File: config.mk
export PLATFORM = sky130hd
export DESIGN_NAME = alu_seq
export DESIGN_NICKNAME = d
export VERILOG_FILES = /design/src/rtl/alu_seq.sv
export SDC_FILE = /design/constraint.sdc
export NUM_CORES = 1
export LEC_CHECK = 0
export BUFFER_PORTS_ARGS = -buffer_cell sky130_fd_sc_hd__buf_2
export CAP_MARGIN = 20
export CORE_MARGIN = 8
export CORE_UTILIZATION = 33
export CTS_CLUSTER_DIAMETER = 200
export DETAILED_ROUTE_END_ITERATION = 16
export GPL_ROUTABILITY_DRIVEN = 1
export GPL_TIMING_DRIVEN = 1
export PLACE_DENSITY = 0.46
export SKIP_CTS_REPAIR_TIMING = 1
export SLEW_MARGIN = 15
export SYNTH_ARGS = -nofsm -noshare
export SYNTH_HDL_FRONTEND = slang
export SYNTH_SLANG_ARGS = --single-unit
File: constraint.sdc
create_clock -name i_clk -period 3.7 [get_ports i_clk]
set_input_delay 0.185 -clock i_clk [delete_from_list [all_inputs] [get_ports i_clk]]
set_output_delay 0.185 -clock i_clk [all_outputs]
set_load 0.005 [all_outputs]
File: src/rtl/alu_seq.sv
// Sequential signed ALU: single-cycle SUB/NAND/LONES/OHDEC/ADD plus a WIDTH-cycle shift-add MUL.
// Define ALU_SEQ_SAT_EN to saturate SUB/ADD/MUL results on overflow instead of wrapping.
module alu_seq #(
    parameter int WIDTH = 4
) (
    input  logic             i_clk,
    input  logic             i_rstn,
    input  logic             i_valid,
    input  logic [2:0]       i_oper,
    input  logic [WIDTH-1:0] i_arg0,
    input  logic [WIDTH-1:0] i_arg1,
    output logic             o_busy,
    output logic             o_valid,
    output logic [WIDTH-1:0] o_result,
    output logic [3:0]       o_flag
);

    localparam int MUL_CYC = WIDTH;
    localparam int CNTW    = (MUL_CYC > 1) ? $clog2(MUL_CYC) : 1;
    localparam int PW      = 2 * WIDTH;
    localparam int CW      = $clog2(PW + 1);
    localparam int IW      = $clog2(PW);
    localparam int MSB     = WIDTH - 1;

    localparam logic [2:0] OP_SUB   = 3'b000;
    localparam logic [2:0] OP_NAND  = 3'b001;
    localparam logic [2:0] OP_LONES = 3'b010;
    localparam logic [2:0] OP_OHDEC = 3'b011;
    localparam logic [2:0] OP_ADD   = 3'b100;
    localparam logic [2:0] OP_MUL   = 3'b101;

`ifdef ALU_SEQ_SAT_EN
    localparam logic [WIDTH-1:0] SMAX = {1'b0, {(WIDTH-1){1'b1}}};
    localparam logic [WIDTH-1:0] SMIN = {1'b1, {(WIDTH-1){1'b0}}};
`endif

    typedef enum logic {S_IDLE, S_MUL_RUN} state_t;

    state_t            r_state;
    logic              r_busy;
    logic              r_valid;
    logic [WIDTH-1:0]  r_result;
    logic [3:0]        r_flag;
    logic [PW-1:0]     r_mcand;
    logic [WIDTH-1:0]  r_mplier;
    logic [PW-1:0]     r_acc;
    logic              r_neg;
    logic [CNTW-1:0]   r_cnt;

    // Flag vector layout: [3] OVF, [2] POS, [1] NEG, [0] ERR.
    function automatic logic [3:0] make_flag(input logic [WIDTH-1:0] res,
                                             input logic err, input logic ovf);
        make_flag = {ovf, ~res[WIDTH-1] & (|res), res[WIDTH-1], err};
    endfunction

    logic [PW-1:0] w_cat;
    logic [CW-1:0] w_lones;
    logic          w_run;
    logic [CW-1:0] w_ones;
    logic [IW-1:0] w_idx;

    assign w_cat = {i_arg1, i_arg0};

    always_comb begin
        w_lones = '0;
        w_run   = 1'b1;
        w_ones  = '0;
        w_idx   = '0;
        for (int i = PW - 1; i >= 0; i--) begin
            w_run   = w_run & w_cat[i];
            w_lones = w_lones + CW'(w_run);
            if (w_cat[i]) begin
                w_ones = w_ones + CW'(1);
                w_idx  = w_idx | IW'(i);
            end
        end
    end

    logic [WIDTH-1:0] w_diff;
    logic [WIDTH-1:0] w_sum;
    logic [WIDTH-1:0] w_sc_res;
    logic             w_sc_err;
    logic             w_sc_ovf;

    assign w_diff = i_arg0 - i_arg1;
    assign w_sum  = i_arg0 + i_arg1;

    always_comb begin
        w_sc_res = '0;
        w_sc_err = 1'b0;
        w_sc_ovf = 1'b0;
        case (i_oper)
            OP_SUB: begin
                w_sc_res = w_diff;
                w_sc_ovf = (i_arg0[MSB] != i_arg1[MSB]) && (w_diff[MSB] != i_arg0[MSB]);
            end
            OP_NAND:  w_sc_res = ~(i_arg0 & i_arg1);
            OP_LONES: w_sc_res = WIDTH'(w_lones);
            OP_OHDEC: begin
                if (w_ones == CW'(1)) w_sc_res = WIDTH'(w_idx);
                else                  w_sc_err = 1'b1;
            end
            OP_ADD: begin
                w_sc_res = w_sum;
                w_sc_ovf = (i_arg0[MSB] == i_arg1[MSB]) && (w_sum[MSB] != i_arg0[MSB]);
            end
            default: w_sc_err = 1'b1;
        endcase
`ifdef ALU_SEQ_SAT_EN
        // On add/sub overflow the true result always carries the sign of A.
        if (w_sc_ovf) w_sc_res = i_arg0[MSB] ? SMIN : SMAX;
`endif
    end

    // Multiply magnitudes unsigned, then restore the sign on the final iteration.
    logic [WIDTH-1:0] w_abs0;
    logic [WIDTH-1:0] w_abs1;
    logic [PW-1:0]    w_mul_sum;
    logic [PW-1:0]    w_mul_prod;
    logic             w_mul_ovf;
    logic [WIDTH-1:0] w_mul_res;
    logic             w_mul_last;

    assign w_abs0     = i_arg0[MSB] ? -i_arg0 : i_arg0;
    assign w_abs1     = i_arg1[MSB] ? -i_arg1 : i_arg1;
    assign w_mul_sum  = r_acc + (r_mplier[0] ? r_mcand : {PW{1'b0}});
    assign w_mul_prod = r_neg ? -w_mul_sum : w_mul_sum;
    assign w_mul_ovf  = (|w_mul_prod[PW-1:MSB]) & ~(&w_mul_prod[PW-1:MSB]);
    assign w_mul_last = (r_cnt == CNTW'(MUL_CYC - 1));

    always_comb begin
        w_mul_res = w_mul_prod[WIDTH-1:0];
`ifdef ALU_SEQ_SAT_EN
        if (w_mul_ovf) w_mul_res = w_mul_prod[PW-1] ? SMIN : SMAX;
`endif
    end

    always_ff @(posedge i_clk or negedge i_rstn) begin
        if (!i_rstn) begin
            r_state  <= S_IDLE;
            r_busy   <= 1'b0;
            r_valid  <= 1'b0;
            r_result <= '0;
            r_flag   <= '0;
            r_mcand  <= '0;
            r_mplier <= '0;
            r_acc    <= '0;
            r_neg    <= 1'b0;
            r_cnt    <= '0;
        end else begin
            r_valid <= 1'b0;
            case (r_state)
                S_IDLE: begin
                    if (i_valid) begin
                        if (i_oper == OP_MUL) begin
                            r_mcand  <= {{WIDTH{1'b0}}, w_abs0};
                            r_mplier <= w_abs1;
                            r_acc    <= '0;
                            r_neg    <= i_arg0[MSB] ^ i_arg1[MSB];
                            r_cnt    <= '0;
                            r_busy   <= 1'b1;
                            r_state  <= S_MUL_RUN;
                        end else begin
                            r_result <= w_sc_res;
                            r_flag   <= make_flag(w_sc_res, w_sc_err, w_sc_ovf);
                            r_valid  <= 1'b1;
                        end
                    end
                end
                S_MUL_RUN: begin
                    r_acc    <= w_mul_sum;
                    r_mcand  <= r_mcand << 1;
                    r_mplier <= r_mplier >> 1;
                    r_cnt    <= r_cnt + CNTW'(1);
                    if (w_mul_last) begin
                        r_result <= w_mul_res;
                        r_flag   <= make_flag(w_mul_res, 1'b0, w_mul_ovf);
                        r_valid  <= 1'b1;
                        r_busy   <= 1'b0;
                        r_state  <= S_IDLE;
                    end
                end
                default: r_state <= S_IDLE;
            endcase
        end
    end

    assign o_busy   = r_busy;
    assign o_valid  = r_valid;
    assign o_result = r_result;
    assign o_flag   = r_flag;

endmodule

==> After elaboration in Yosys (flattened, before gate mapping) <==
Cells that the tools add are included.
{ "op_classes": {"add_sub_neg": 21, "n_eq_ne": 15, "n_mux": 56, "n_bitwise": 17, "n_reduce_logical": 12} }
{ "op_table": {"columns": ["cell", "n"], "rows": [
  ["two-way mux 4 bit", 16],
  ["two-way mux 8 bit", 6],
  ["case mux 8 bit (2 select lines)", 2],
  ["adder 4 x 1 -> 4 bit (second input constant)", 6],
  ["case mux 4 bit (2 select lines)", 3],
  ["case mux 4 bit (5 select lines)", 1],
  ["adder 4 x 1 -> 4 bit", 4],
  ["two-way mux 3 bit", 5],
  ["two-way mux 1 bit", 12],
  ["OR reduction 4 bit", 3],
  ["bitwise AND 1 bit", 10],
  ["two-way mux 2 bit", 5],
  ["case mux 1 bit (2 select lines)", 5],
  ["AND reduction 3 bit", 3],
  ["adder 8 bit", 1],
  ["negation 4 bit", 2],
  ["negation 8 bit", 1],
  ["== test 3 x 2 -> 1 bit (second input constant)", 2],
  ["== test 3 bit (second input constant)", 2],
  ["inequality test 2 bit (second input constant)", 3],
  ["AND reduction 5 bit", 1],
  ["OR reduction 5 bit", 1],
  ["adder 3 x 1 -> 4 bit", 1],
  ["adder 4 bit", 1],
  ["other kinds (19)", 25]
]} }
{ "totals": {"register_bits": 34, "inputBits": 14, "out_inout_bits": 10, "word_cells": 131} }

==> Logic depth before layout (Yosys ltp) <==
Gate-level depths: netlist of the first run.
{ "depth": {"ltp_word": 23, "mapped_depth": 23, "ltp_nobuf": 22} }

==> Worst setup path before layout of the first run <==
OpenSTA, ideal clock, no wires.
{ "synth_path": {"path_type": "input-to-reg", "from": "input port i_arg1[2]", "to": "register r_flag[2], in the netlist o_flag[2]", "setup_ps": 126, "t_arrival_ps": 4149, "required_time_ps": 3574, "slack_ps": -576, "cell_stages": 17, "n_path_buf": 0, "cell_sequence": "ha_1 and3_2 and2_1 and3_1 and2_1 fa_1 fa_1 fa_1 ha_1 fa_1 mux2i_1 nor2_1 a21oi_1 o22ai_1 or3_1 a31oi_1 o21ai_1"} }
{ "synth_via": {"elab_chain_len": 21, "word_cells_on_any_way": 45, "classes_between": "15 x add/sub; 1 x eq/ne; 17 x mux; 11 x bitwise; 1 x reduce/logical"} }
{ "synth_lines": {"columns": ["element", "line_no", "text"], "rows": [
  ["from (decl)", "11", "input logic [WIDTH-1:0] i_arg1,"],
  ["two-way mux 2 bit", "72", "if (w_cat[i]) begin"],
  ["adder 4 x 1 -> 4 bit", "73", "w_ones = w_ones + CW'(1);"],
  ["two-way mux 4 bit", "72", null],
  ["adder 4 x 1 -> 4 bit", "73", null],
  ["two-way mux 4 bit", "72", null],
  ["adder 4 x 1 -> 4 bit", "73", null],
  ["two-way mux 4 bit", "72", null],
  ["adder 4 x 1 -> 4 bit", "73", null],
  ["(+5 left out)", null, null],
  ["== test 4 x 1 -> 1 bit", "100", "if (w_ones == CW'(1)) w_sc_res = WIDTH'(w_idx);"],
  ["two-way mux 3 bit", "100", null],
  ["case mux 4 bit (5 select lines) (*)", "92", "case (i_oper)"],
  ["OR reduction 4 bit", "53", "make_flag = {ovf, ~res[WIDTH-1] & (|res), res[WIDTH-1], err};"],
  ["bitwise AND 1 bit (*)", "53", null],
  ["two-way mux 4 bit (*)", "155", "if (i_oper == OP_MUL) begin"],
  ["two-way mux 4 bit (*)", "154", "if (i_valid) begin"],
  ["case mux 4 bit (2 select lines) (*)", "152", "case (r_state)"],
  ["to (signal assigned)", "165", "r_flag <= make_flag(w_sc_res, w_sc_err, w_sc_ovf);"],
  ["to (signal assigned)", "177", "r_flag <= make_flag(w_mul_res, 1'b0, w_mul_ovf);"],
  ["to (decl)", "43", "logic [3:0] r_flag;"]
]} }
Mark *: on every way between the ends. The rest lies on a longest branch, timed or not. The select of a mux whose other input is x is not followed.
A chain may end at the register's enable or synchronous reset.

==> Worst setup path after layout of the first run <==
{ "layout_path": {"from": "input port i_arg1[3]", "to": "register r_flag[2], in the netlist o_flag[2]"} }
{ "layout_via": {"elab_chain_len": 23, "word_cells_on_any_way": 49, "classes_between": "16 x add/sub; 1 x eq/ne; 20 x mux; 11 x bitwise; 1 x reduce/logical"} }
{ "layout_lines": {"columns": ["element", "line_no"], "rows": [
  ["two-way mux 1 bit", "72"],
  ["adder 1 x 1 -> 2 bit", "73"],
  ["two-way mux 2 bit", "72"],
  ["adder 4 x 1 -> 4 bit", "73"],
  ["two-way mux 4 bit", "72"],
  ["adder 4 x 1 -> 4 bit", "73"],
  ["two-way mux 4 bit", "72"],
  ["adder 4 x 1 -> 4 bit", "73"],
  ["(+7 left out)", null],
  ["== test 4 x 1 -> 1 bit", "100"],
  ["two-way mux 3 bit", "100"],
  ["case mux 4 bit (5 select lines) (*)", "92"],
  ["OR reduction 4 bit", "53"],
  ["bitwise AND 1 bit (*)", "53"],
  ["two-way mux 4 bit (*)", "155"],
  ["two-way mux 4 bit (*)", "154"],
  ["case mux 4 bit (2 select lines) (*)", "152"]
]} }
Marks and branches as above.

==> qor.csv, run 1 <==
metric,value,unit
status,"finished, violations left",
failing checks,"negative hold slack, negative setup slack",
area of the mapped netlist,0.003321,sq mm
Root Driver,clkbuf_8,
ANT nets after route,0,
leakage power,1.840,nW
CP dominant cell by count,fa_1,
Setup CP Type,in2reg,
pre-CTS setup slack,-0.6409,ns
"Warnings, synthesis",0,
Syn Inst Count,398,
Clock Skew,0.007342,ns
FILL cells,1023,
"Clk Latency, worst-skew pair",0.28,ns
RSZ-0062 raised after global routing,true,
IO Count,24,
Max Fclk,253.2,MHz
syn_nets,448,
Worst Tran Pin Value,0.7647,ns
clk slew on worst S/H paths,0.07,ns
DP HPWL,6.842,mm
first-pass GRT wire length,14.73,mm
GRT Total Usage,13.76,%
Main synth FF type,dfrtp_1,
number of nets in the layout,493,
VDD IR max,0.0001827,V
CTS tree,done,
vias in the first global route,2883,
crit path buf inv count,1,
Die Span X,116.3,um
placed insts,562,
"CP delay by family, top",adder cells,
TritonCTS Sinks,33,
Placement Rows,36,
fin crit share,106.7,%
r2r startpoint,r_mplier[0],
"commonest cells after routing, fill and taps aside","48 x nand2_1, 33 x dfrtp_1, 33 x buf_4, 30 x o21ai_0, 22 x ha_1",
port bufs,23,
grt ovf,0,
Vias/cell,5.194,
largest net degree at the start of global routing,44,
ys async rst share,100.0,%
synth-to-layout area growth,22.16,%
ANT cells,0,
crit path max fanout,2,
critical path's slowest cell,fa_1,
number of synthesized register bits,33,
"Hold Vio Cnt, Final",33,
"most common cell after layout, fill and taps aside",nand2_1,
Hold WC Path Type,in2async,
max cap viols,0,
"EDFF count, synth",0,
Worst Setup Start Kind,primary input,
Hold Slack,-0.03582,ns
Synth cell types,67,
Setup crit start,i_arg1[3],
Finished Layout Cells,577,
Tmin final,3.949,ns
DRT Wirelength,8.957,mm
CP peak stage delay,0.53,ns
H-Tree Depth,2,
initial DRC count,166,
routed len/inst,15.52,um
"Worst Setup Slack, final",-0.2487,ns
initial antenna violation count,0,
max-slew violation count,0,
setup_tns,-0.8878,ns
CP Capture Type,flip-flop,
final setup fails,5,
DRT Pass-1 Iters,4,
relative slew slack,49.02,%
clock tree buffer depth,2,
Worst Path Required,3.87,ns
worst path arrival time,4.12,ns
fraction of layout cells with a size suffix above 1,24.10,%
die height,116.3,um
syn avg cell area,8.343,sq um
worst path cell trace,"buf_8, ha_4, and3_4, and2_4, and3_4, and2_4, fa_1, fa_1, fa_1, ha_2, fa_1, mux2i_1, nor2_1, a21oi_1, o22ai_1, or3_1, a31oi_1, o21ai_1",
"Core Util, Final",41.50,%
post-route DRC violation count,0,
P per Cell Area,540.2,mW/mm^2
total CTS buffers,5,
die area,0.01353,sq mm
initial core utilization,33.97,%
core footprint,0.009774,sq mm
sequential fraction of the synthesis area,24.87,%
Placer Congestion,0.7893,
Vias,2997,
==> Yosys cell counts (7+ instances only) <==
cell	number	share of area (%)
a21oi_1	20	3.0
and2_1	12	2.3
clkbuf_1	12	1.4
dfrtp_1	33	25
fa_1	7	4.2
ha_1	29	11
inv_1	19	2.1
nand2_1	51	5.8
nand2b_1	9	1.7
nand3_1	8	1.2
nor2_1	22	2.5
nor3_1	8	1.2
o21ai_0	32	4.8
xnor2_1	12	3.2
xor2_1	10	2.6
==> flip-flops by register name (all words and copies together) (netlist names) <==
| name | cells |
|---|---|
| r_state | 1 |
| r_mcand | 8 |
| o_valid | 1 |
| o_flag | 4 |
| r_cnt | 2 |
| r_acc | 8 |
| o_busy | 1 |
| r_neg | 1 |
| o_result | 3 |
| r_mplier | 4 |
==> through the flow <==
stage | power, mW | area [sq um]
floorplan | 1.546 | 3441
global route | 2.399 | 4056
global placement | 1.873 | 3819
CTS | 2.166 | 3899
finish | 2.191 | 4056
detailed placement | 1.887 | 3819
==> power breakdown <==
group | switching [mW] | total (mW) | internal, mW | leakage (nW)
registers | 0.105 | 0.601 | 0.496 | 0.425
clock network | 0.129 | 0.263 | 0.134 | 0.0395
logic | 0.742 | 1.33 | 0.585 | 1.38
total | 0.976 | 2.19 | 1.21 | 1.84
==> cell type report <==
type / count / area (sq um) / area share, %
timing repair buffer: 58 / 414.1 / 10.21
multi-input combinational: 326 / 2481 / 61.17
tap: 133 / 166.4 / 4.102
inverter: 19 / 88.84 / 2.190
sequential: 33 / 825.8 / 20.36
clock buffer: 8 / 80.08 / 1.974
==> final timing paths <==
check / end / slack [ns] / depth (start not counted)
max: o_flag[2] / -0.25 / 18
min: o_result[1] / -0.04 / 1
max reg2reg: o_flag[3] / 0.62 / 10
min reg2reg: r_cnt[0] / 0.49 / 1
max in group asynchronous: r_acc[3] / 3.24 / 1
min in group i_clk: o_flag[0] / 0.22 / 3
==> routing by layer <==
layer | wire length (um) | part of all wire (%) | global-route usage, %
met5 | 0 | 0 | 0
met4 | 150 | 1.7 | 3.889
met3 | 132 | 1.5 | 1.655
met2 | 4261 | 48 | 22.69
met1 | 4412 | 49 | 18.44
==> cells by family after synthesis <==
| logic type | synth area share [%] |
|---|---|
| DFF | 24.87 |
| muxes | 2.524 |
| and+or+nand+nor | 22.31 |
| xor gates and xnor gates | 8.025 |
| AOI/OAI and AO/OA | 21.78 |
| adders and majority gates | 15.15 |
| buffers and inverters | 5.350 |
Power figures use the tool's default switching activity.
==> inputs of run 2 (changes only) <==
==> constraint.sdc (replaced) <==
create_clock -name i_clk -period 4.4 [get_ports i_clk]
set_input_delay 0.22 -clock i_clk [delete_from_list [all_inputs] [get_ports i_clk]]
set_output_delay 0.22 -clock i_clk [all_outputs]
set_load 0.005 [all_outputs]
==> run 2 against run 1 <==
- the flow finishes with violations (negative hold slack)
- clock skew up 0.0033 ns
- final cell count down 1.7%
- core utilization down 2.8 points
- highest routed layer unchanged
- largest power group unchanged
==> qor.csv, run 2 (synthesis results as in run 1) <==
metric,value,unit
clock share of power,13.1,%
die area,0.01353,sq mm
max cap viols,0,
crit path max fanout,2,
TritonCTS Sinks,33,
Vias/cell,5.208,
area of the multi-input gates,0.002333,sq mm
"commonest cells after routing, fill and taps aside","51 x nand2_1, 33 x dfrtp_1, 32 x o21ai_0, 28 x ha_1, 25 x buf_4",
Worst Path Required,4.56,ns
"most common cell after layout, fill and taps aside",nand2_1,
relative slew slack,48.46,%
Hold WC Path Type,in2async,
R2R setup slack,1.39,ns
DP HPWL,6.756,mm
switching pwr,0.8011,mW
Clock Skew,0.01061,ns
H-Tree Depth,2,
"Clk Latency, worst-skew pair",0.29,ns
IO Count,24,
Net Sw Frac,45.27,%
ANT cells,0,
Worst Tran Pin Value,0.7731,ns
DRT Pass-1 Iters,4,
largest net degree at the start of global routing,44,
Max Fclk,238.3,MHz
max-slew violation count,0,
post-route DRC violation count,0,
Die Span X,116.3,um
die height,116.3,um
register area,825.8,sq um
core footprint,0.009774,sq mm
Setup CP Type,in2reg,
total CTS buffers,5,
P per Cell Area,467.4,mW/mm^2
number of nets in the layout,483,
Placer Congestion,0.7868,
setup_tns,0,ns
fin crit share,95.39,%
Pint,0.9685,mW
"Core Util, Final",38.74,%
initial DRC count,171,
Comb power frac,58.6,%
leakage power,1.757,nW
synth-to-layout area growth,14.02,%
port bufs,23,
met3 WL post-DR,249,um
final setup fails,0,
Final Cell Area,0.003786,sq mm
grt ovf,0,
CTS tree,done,
ANT nets after route,0,
Pwr Total,1.770,mW
Worst Setup Start Kind,primary input,
Root Driver,clkbuf_8,
FILL cells,1037,
vias in the first global route,2990,
Placement Rows,36,
Tmin final,4.197,ns
biggest regs,"r_acc: 8 flops, r_mcand: 8 flops",
Placement Cell Area,0.003684,sq mm
RSZ-0062 raised after global routing,true,
DRT Wirelength,8.885,mm
WL met2,3.955,mm
VDD IR max,0.0001517,V
initial core utilization,33.97,%
worst path arrival time,4.36,ns
Top Layer Used,met4,
fraction of layout cells with a size suffix above 1,17.97,%
initial antenna violation count,0,
CP Capture Type,flip-flop,
routed len/inst,15.67,um
Vias,2953,
first-pass GRT wire length,15.11,mm
clk slew on worst S/H paths,0.08,ns
status,"finished, violations left",
clock tree buffer depth,2,
GRT Total Usage,14.12,%
share of power burned in registers,28.3,%
"Hold Vio Cnt, Final",6,
M1 WL,4.556,mm
failing checks,negative hold slack,
Hold Slack,-0.0007606,ns
-- run 2: cell count changes in the layout (fill, tap and decap cells not counted), sizes merged --
| cell | change |
|---|---|
| clkbuf | -3 |
| clkinvlp | +1 |
| clkinv | +2 |
| buf | -10 |
-- run 2: final cells by class --
cell class                      count  share of cell area, %
Tap cell                          133                  4.395
Clock inverter                      3                 0.4627
Clock buffer                        5                  1.818
Inverter                           19                  1.884
Multi-Input combinational cell    326                  61.63
Sequential cell                    33                  21.81
Timing Repair Buffer               48                  7.997
-- run 2: layer usage --
| layer | GRT usage [%] | up-vias |
|---|---|---|
| met5 | 0 | - |
| met4 | 3.544 | 0 |
| met3 | 2.223 | 12 |
| met2 | 22.96 | 50 |
| met1 | 19.04 | 1401 |
| li1 | - | 1490 |
-- run 2: final timing paths --
check                                  from     endpoint  cells past startpoint
worst max-delay path              i_arg1[2]    o_flag[2]                     18
worst min-delay path                 i_rstn      o_valid                      1
worst max register to register  r_mplier[0]    o_flag[3]                     10
worst min register to register     r_cnt[0]     r_cnt[0]                      1
max in group asynchronous            i_rstn  r_mplier[2]                      1
min in group i_clk                i_oper[0]    o_flag[0]                      3
-- run 2: through the flow --
step                      instances  setup WS (ns)
after floorplan                 398        0.08946
after global placement          559       -0.02503
after detailed placement        559        -0.1146
after CTS                       567         0.1744
after global routing            567      -0.003961
final                           567         0.2029
-- run 2: power by group through the flow --
stage	sequential (mW)	clock, mW	combinational (mW)
5_1_grt	0.522	0.260	1.17
6_report	0.501	0.232	1.04
3_3_place_gp	0.507	0	1.02
3_5_place_dp	0.509	0	1.03
2_1_floorplan	0.480	0	0.793
4_1_cts	0.503	0.243	1.04
-- run 2: critical path, cell delays in order --
cell and delay, ns:
buf_2 0.10, ha_1 0.20, and3_2 0.22, and2_1 0.17
and3_1 0.20, and2_1 0.17, fa_1 0.52, fa_1 0.43
fa_1 0.53, ha_2 0.19, fa_1 0.41, mux2i_1 0.15
nor2_1 0.05, a21oi_1 0.12, o22ai_1 0.11, or3_1 0.31
a31oi_1 0.16, o21ai_1 0.08
